### src/rtl/isolde_decoder_pkg.sv
// Opcode encoding shared by the ISOLDE decoder and its downstream consumers.
package isolde_decoder_pkg;

    typedef enum logic [3:0] {
        ISOLDE_OP_NOP    = 4'd0,
        ISOLDE_OP_GEMM   = 4'd1,
        ISOLDE_OP_CONV2D = 4'd2,
        ISOLDE_OP_VLOAD  = 4'd3,
        ISOLDE_OP_VSTORE = 4'd4
    } isolde_opcode_e;

endpackage

### src/rtl/isolde_register_file_pkg.sv
// Geometry of the ISOLDE vector register file.
package isolde_register_file_pkg;

    localparam int RegAddrWidth = 5;

endpackage

### src/rtl/isolde_issue_pkg.sv
// Issue-queue entry layout and default sizing.
package isolde_issue_pkg;

    import isolde_decoder_pkg::*;
    import isolde_register_file_pkg::*;

    localparam int IssueDepthDefault = 4;

    typedef struct packed {
        isolde_opcode_e          opcode;
        logic [2:0]              func3;
        logic [1:0]              funct2;
        logic [4:0]              rd;
        logic [4:0]              rs1;
        logic [4:0]              rs2;
        logic [4:0]              rs3;
        logic [RegAddrWidth-1:0] vrs4;
        logic [RegAddrWidth-1:0] vrs5;
    } isolde_issue_entry_t;

endpackage

### src/rtl/isolde_sync_fifo.sv
// Generic single-clock FIFO: register storage, wrapping pointers, occupancy.
// Flush clears pointers and occupancy and wins over push/pop in the same cycle.
// Callers must not push when full or pop when empty.
module isolde_sync_fifo #(
    parameter int  Depth = 4,
    parameter type T     = logic
) (
    input  logic                       clk,
    input  logic                       rst,
    input  logic                       flush,
    input  logic                       push,
    input  logic                       pop,
    input  T                           wdata,
    output T                           rdata,
    output logic                       full,
    output logic                       empty,
    output logic [$clog2(Depth+1)-1:0] count
);

    localparam int AW = (Depth > 1) ? $clog2(Depth) : 1;
    localparam int CW = $clog2(Depth + 1);

    T              mem [Depth];
    logic [AW-1:0] wptr;
    logic [AW-1:0] rptr;

    // Storage, pointer and occupancy update; pointers wrap naturally (Depth is a power of two).
    // NOTE: non-blocking assignments throughout so every register samples pre-edge values.
    // NOTE: storage is reset on purpose: the head output is read straight from it and must be zero out of reset.
    always_ff @(posedge clk) begin
        if (rst) begin
            for (int i = 0; i < Depth; i++) begin
                mem[i] <= '0;
            end
            wptr  <= '0;
            rptr  <= '0;
            count <= '0;
        end else if (flush) begin
            wptr  <= '0;
            rptr  <= '0;
            count <= '0;
        end else begin
            if (push) begin
                mem[wptr] <= wdata;
                wptr      <= wptr + AW'(1);
            end
            if (pop) begin
                rptr <= rptr + AW'(1);
            end
            if (push && !pop) begin
                count <= count + CW'(1);
            end else if (!push && pop) begin
                count <= count - CW'(1);
            end
        end
    end

    assign rdata = mem[rptr];
    assign full  = (count == CW'(Depth));
    assign empty = (count == '0);

endmodule

### src/rtl/isolde_issue_queue.sv
// In-order issue queue between the ISOLDE decoder and execution block.
// Head valid/entry come only from registered state, so there is no path
// from exec_accept_i back to iss_valid_o through the execution block.
module isolde_issue_queue
    import isolde_issue_pkg::*;
#(
    parameter int Depth    = IssueDepthDefault,
    parameter int CntWidth = 16
) (
    input  logic                       clk_i,
    input  logic                       rst_i,
    input  logic                       flush_i,
    input  logic                       dec_valid_i,
    output logic                       dec_ready_o,
    input  isolde_issue_entry_t        dec_entry_i,
    output logic                       iss_valid_o,
    output isolde_issue_entry_t        iss_entry_o,
    input  logic                       exec_accept_i,
    output logic [$clog2(Depth+1)-1:0] occupancy_o,
    output logic [CntWidth-1:0]        issued_cnt_o,
    output logic                       err_o
);

    logic full;
    logic empty;
    logic push;
    logic pop;

    // Ready and valid depend on registered occupancy only: a pop while full frees the slot next cycle.
    assign dec_ready_o = !full;
    assign iss_valid_o = !empty;

    // Flush suppresses both handshakes for the cycle it is asserted.
    assign push = dec_valid_i && !full && !flush_i;
    assign pop  = exec_accept_i && !empty && !flush_i;

    isolde_sync_fifo #(
        .Depth (Depth),
        .T     (isolde_issue_entry_t)
    ) u_fifo (
        .clk   (clk_i),
        .rst   (rst_i),
        .flush (flush_i),
        .push  (push),
        .pop   (pop),
        .wdata (dec_entry_i),
        .rdata (iss_entry_o),
        .full  (full),
        .empty (empty),
        .count (occupancy_o)
    );

    // Issued counter (wrapping) and sticky protocol-error flag; neither is touched by flush.
    always_ff @(posedge clk_i) begin
        if (rst_i) begin
            issued_cnt_o <= '0;
            err_o        <= 1'b0;
        end else begin
            if (pop) begin
                issued_cnt_o <= issued_cnt_o + CntWidth'(1);
            end
            if ((exec_accept_i && empty) || (dec_valid_i && full)) begin
                err_o <= 1'b1;
            end
        end
    end

endmodule

### config.mk
export PLATFORM = sky130hd
export DESIGN_NAME = isolde_issue_queue
export DESIGN_NICKNAME = d
export VERILOG_FILES = /design/src/rtl/isolde_decoder_pkg.sv /design/src/rtl/isolde_register_file_pkg.sv /design/src/rtl/isolde_issue_pkg.sv /design/src/rtl/isolde_sync_fifo.sv /design/src/rtl/isolde_issue_queue.sv
export SDC_FILE = /design/constraint.sdc
export NUM_CORES = 1
export LEC_CHECK = 0
export ABC_CLOCK_PERIOD_IN_PS = 3250
export BUFFER_PORTS_ARGS = -buffer_cell sky130_fd_sc_hd__buf_2
export CORE_UTILIZATION = 57
export DETAILED_ROUTE_END_ITERATION = 6
export MAX_ROUTING_LAYER = met4
export PLACE_DENSITY = 0.78
export SLEW_MARGIN = 20
export SYNTH_ARGS = -nofsm -noshare
export SYNTH_HDL_FRONTEND = slang
export SYNTH_SLANG_ARGS = --single-unit
### constraint.sdc
create_clock -name clk_i -period 3.25 [get_ports clk_i]
set_input_delay 0.1625 -clock clk_i [delete_from_list [all_inputs] [get_ports clk_i]]
set_output_delay 0.1625 -clock clk_i [all_outputs]
set_load 0.02 [all_outputs]
### After elaboration in Yosys (flattened, before gate mapping)

Memories as Yosys holds them, arrays and structs flattened. A register that Yosys moved wholly into a read port is not among the register bits.
Cells that the tools add are included.

| word-level totals | value |
|---|---|
| bits in registers | 24 |
| bits in writable memories | 156 |
| input port bits | 44 |
| output and inout bits | 61 |
| logic and storage cells | 43 |
| memories kept | 1 |

| cells by class | value |
|---|---|
| $add $sub $neg | 5 |
| equality and inequality tests | 1 |
| multiplexer cells | 13 |
| reduce and logical (&&, ||, !) cells | 18 |

Memory list:

| memory | depth | width | rd ports | clocked after memory_dff | wr ports | line | RTL |
|---|---|---|---|---|---|---|---|
| u_fifo.mem | 4 | 39 | 1 | 1 | 4 | isolde_sync_fifo.sv:23 | `T mem [Depth];` |

Operators by type and width:

| cell | number |
|---|---|
| $mux W39 | 1 |
| $reduce_or A39 Y1 | 1 |
| $add A16 B1 Y16 const B | 1 |
| $logic_and A1 B1 Y1 | 8 |
| $mux W1 | 7 |
| $mux W2 | 3 |
| $mux W3 | 2 |
| $logic_not A1 Y1 | 5 |
| $add A2 B1 Y2 const B | 2 |
| $add A3 B1 Y3 const B | 1 |
| $eq A3 B3 Y1 const B | 1 |
| $logic_not A3 Y1 | 1 |
| $sub A3 B1 Y3 const B | 1 |
| $reduce_bool A2 Y1 | 1 |
| $reduce_or A2 Y1 | 1 |
| $logic_or A1 B1 Y1 | 1 |

### Longest topological paths before layout

| logic depth | value |
|---|---|
| depth after elaboration | 10 |
| gate-level depth with buffers | 10 |
| gate-level depth less buffers | 9 |

### Modules after synthesis

A second synthesis with hierarchy kept.

| unflattened totals | value |
|---|---|
| cell total of the unflattened synthesis | 560 |
| area total of the unflattened synthesis | 7767.4 µm² |

Modules (own cells, without submodules):

| module | instances | cells an instance | area an instance (µm²) | seq. area each (µm²) |
|---|---|---|---|---|
| isolde_sync_fifo | 1 | 465 | 6961.7 | 4864.7 |
| isolde_issue_queue | 1 | 95 | 805.8 | 340.3 |

### Worst setup path after synthesis

Ideal clock, no wire load.

| timing | value |
|---|---|
| path type | flip-flop to flip-flop |
| start | reg u_fifo.count[0] |
| end | mem u_fifo.mem[2][0] (netlist name), enable pin |
| setup time | 0.398 ns |
| arrival time | 2.345 ns |
| slack | 0.507 ns |
| cell stages (with the launch flop) | 7 |
| path buffers | 2 |
| clock period less this slack | 2.743 ns |
| cells stage by stage | dfxtp_1 or3b_4 and3_1 clkbuf_1 nor3b_2 buf_6 or2_1 |

RTL lines:

| item | line | RTL |
|---|---|---|
| start: declaration | isolde_sync_fifo.sv:17 | `output logic [$clog2(Depth+1)-1:0] count` |
| start signal: assignment | isolde_sync_fifo.sv:51 | `count <= count + CW'(1);` |
| start signal: assignment | isolde_sync_fifo.sv:53 | `count <= count - CW'(1);` |
| end: declaration | isolde_sync_fifo.sv:23 |  |

### Final worst setup path

| timing | value |
|---|---|
| start | reg u_fifo.count[0] |
| end | reg u_fifo.count[2] |

| between the ends | value |
|---|---|
| cells in the longest elaborated chain, start to end | 7 |
| elaborated cells between the ends (all ways) | 17 |

RTL lines:

| item |
|---|
| parallel branches: the longest is 7 deep, another holds $sub A3 B1 Y3 |

Parallel ways; which one is timed is not known. The select of a mux whose other input is x is not followed.
A chain may end at the register's enable or synchronous reset.

==> summary.md <==
| Metric | Value |
|---|---|
| Final worst clock skew | 0.006208 ns |
| Post-CTS setup buffers | 0 |
| DRT antenna net count | 0 |
| Hold path startpoint | dec_entry_i[25] |
| CP top delay family | adder cells |
| Arrival time worst endpoint | approximately 2.8 ns |
| Die Ht | approximately 120 um |
| Final #Nets | about 710 |
| Cts hold-fix bufs | 0 |
| Largest family of logic cells by synthesized area | simple AND/OR/NAND/NOR gates |
| First-pass GRT wire length | approximately 25000 um |
| Commonest non-fill, non-tap cell in the layout | edfxtp_1 |
| Post-synthesis adder-cell area fraction | 0.005812 |
| Placed cells | 815 |
| WHS Path Cells | 2 |
| Crit path time final | between 2 and 2.5 ns |
| XOR/XNOR Fraction of Synth Area | 0.01582 |
| Clock transition at path regs | approximately 0.06 ns |
| Worst-skew pair later-pin latency | 0.42 ns |
| Initial antenna violation count | 1 |
| Pwr Density | 557.7 nW/um2 |
| Slew HR | 0.2693 |
| Synth warnings | 0 |
| CTS max path bufs | 2 |
| Quantity of gates resized following cts | 0 |
| H-Tree Level Count | 4 |
| Least-Margin Pin Slew | between 1 and 1.5 ns |
| GRT Total Usage | 0.2430 |
| Critical path startpoint category | flop |
| Crit end category | flop |
| CP Cell Sequence | o31ai_1 -> buf_4 -> nor2_1 -> inv_1 -> ha_1 -> inv_1 -> fa_1 -> xor2_1 -> or3_1 -> a21oi_1 |
| Clk pwr share | 0.396 |
| R2r startpoint | u_fifo.count[0]$_SDFFE_PP0P_ |
| Inserted Clock Buffers | 17 |
| Synth Flop Type | edfxtp_1 |
| WP buf/inv | 3 |
| Fmax | 418.6 MHz |
| Switching Share | 0.2170 |
| Max Cap Viol | 0 |
| IO Port Bufs | 104 |
| Netlist Area Pre-Place | between 7000 and 8000 um2 |
| Drt via density | between 5 and 6 |
| Critical Path RT | around 3.6 ns |
| Final Max Slew Viols | 0 |
| Initial DRT Pass Iterations | 7 |
| Sequential area share after synthesis | 0.6716 |
| Dpl hpwl | ~9400 um |
| WL/cell | 18.25 um |
| VDD IR-drop max | 0.3285 mV |
| Core Area | approximately 13000 um2 |
| Initial Util | 0.5852 |
| Compound-Gate Fraction of Synth Area | 0.01179 |
| Share of layout cells above drive strength 1 | 0.3025 |
| Hold Slack | slightly below 0.03 ns |
| Pint | between 0.003 and 0.004 W |
| Die width | 118.6 um |
| Worst Setup SP | u_fifo.count[0]$_SDFFE_PP0P_ |
| Leakage power | 3.743 nW |
| Cell repeated most along the worst path | inv_1 |
| Final Hold Fails | 0 |
| Total wire length | roughly 15000 um |
| Syn Inst Count | ~560 |
| Pin count of the biggest net entering global routing | 40 |
| Asr flop ratio synth | 0 |
| Flop pwr share | 0.532 |
| Synthesis-to-layout area growth | 16.53% |
| Placer Congestion | 0.7919 |
| Combinational share of power | 0.072 |
| Final worst-path cycle share | 0.7350 |
| Post-route DRC violation count | 0 |
| Syn Nets | 604 |
| Setup CP Type | reg -> reg |
| TNS Setup | 0 ns |
| Syn Area/Cell | around 14 um2 |
| Vias | about 4700 |
| Post-synth EDFFs | 156 |
| Die area | approximately 14000 um2 |
| RSZ-0062 raised after global routing | no |
| Total global routing overflow | 0 |
| P_sw | roughly 0.0011 W |
| Status | complete, no violations |
| Worst-path fanout max | 11 |
| Class of the worst hold path | in -> reg |
| Setup violators final | 0 |
| Slowest-stage cell, CP | dfxtp_1 |
| Critical path depth | 10 |
| Initial drt markers | 437 |
| Mux cell area share after synthesis | 0.1217 |
| Crit-path max cell delay | roughly 0.39 ns |
| Row count | 42 |
| Synth Register Bits | 182 |
| Root buffer cell | clkbuf_16 |
| Io pins | around 110 |
| Simple-Gate Fraction of Synth Area | 0.1350 |
| Clock sink total | 182 |
| Layout Utilization | 0.6820 |
| Fin cells | approximately 850 |
| Pwr Total | between 0.005 and 0.006 W |
| Most frequent cells in the layout | edfxtp_1 (156), nor2_1 (115), buf_2 (104) |
| Reg2reg path depth | 10 |
| Vias in the first global route | around 4800 |
| Yosys cell types | about 40 |
| TritonCTS clock tree | done |
-- power groups by stage --
stage | combinational [W] | clock [W] | sequential (W)
floorplan | 0.000235 | 0 | 0.00271
global placement | 0.000359 | 0 | 0.00272
finish | 0.000363 | 0.00200 | 0.00268
detailed placement | 0.000365 | 0 | 0.00273
CTS | 0.000366 | 0.00201 | 0.00268
global route | 0.000390 | 0.00209 | 0.00269
-- metrics by stage --
stage          instance area [um2]  setup slack, ns
2_1_floorplan                 7750           0.5070
3_3_place_gp                  8442           0.9601
3_5_place_dp                  8442           0.8813
4_1_cts                       9029           0.8678
5_1_grt                       9031           0.6552
6_report                      9031           0.8613
-- state kept, by name, summed over array words and instances, names as in the netlist, named ones only --
name and count:
issued_cnt_o 16, u_fifo.wptr 2, u_fifo.count 3, u_fifo.rptr 2, u_fifo.mem 156, err_o 1
-- metal layers --
metal  global-route usage  wire length, um
met4              0.08861              241
met1               0.3134             6569
met3              0.04488              897
met5                    -                0
met2               0.3889             7772
-- worst paths after layout --
kind	end	slack (ns)
worst min register to register	err_o$_SDFFE_PP0P_	0.47
worst max register to register	u_fifo.count[2]$_SDFFE_PP0P_	0.86
worst max-delay path	u_fifo.count[2]$_SDFFE_PP0P_	0.86
worst min-delay path	u_fifo.mem[2][25]$_SDFFCE_PN0P_	0.03
-- logic make-up (layout without fill, tap and decap cells) --
group | after synthesis | in the layout
flops | 182 | 182
xor+xnor | 14 | 14
other cells | 0 | 1
mux | 45 | 45
simple gates | 225 | 225
fa+ha+maj | 3 | 3
buf+inv | 74 | 188
compound gates | 14 | 14
-- cell type report --
cell class / count / area, um2
inverter: 43 / 161.4
sequential: 182 / 5210
timing repair buffer: 113 / 588.1
antenna: 1 / 2.502
clock inverter: 7 / 37.54
multi-input combinational: 301 / 2262
tap: 176 / 220.2
clock buffer: 25 / 549.3
fill: 967 / 4212
-- synth_stat cells, types with 2 or more instances --
master / n / area, um2
nand3_1: 6 / 30.03
mux2_2: 4 / 45.04
xnor2_1: 11 / 96.34
and3_1: 3 / 18.77
or2_2: 2 / 12.51
nand4_1: 2 / 12.51
o21ai_0: 2 / 10.01
dfxtp_1: 26 / 520.5
nor4_1: 3 / 18.77
and2_1: 29 / 181.4
nor3_1: 3 / 15.01
nand2_1: 42 / 157.7
a21oi_1: 5 / 25.02
a31o_2: 3 / 26.28
buf_2: 7 / 35.03
mux2i_1: 2 / 20.02
or3_1: 2 / 12.51
clkbuf_1: 20 / 75.07
a21o_1: 3 / 22.52
nor2b_1: 4 / 25.02
nor2_1: 115 / 431.7
inv_1: 43 / 161.4
xor2_1: 3 / 26.28
clkbuf_2: 2 / 10.01
nand2b_1: 5 / 31.28
mux4_2: 39 / 878.3
ha_1: 2 / 25.02
edfxtp_1: 156 / 4684
Note: power is estimated with default switching activity, not from simulation.
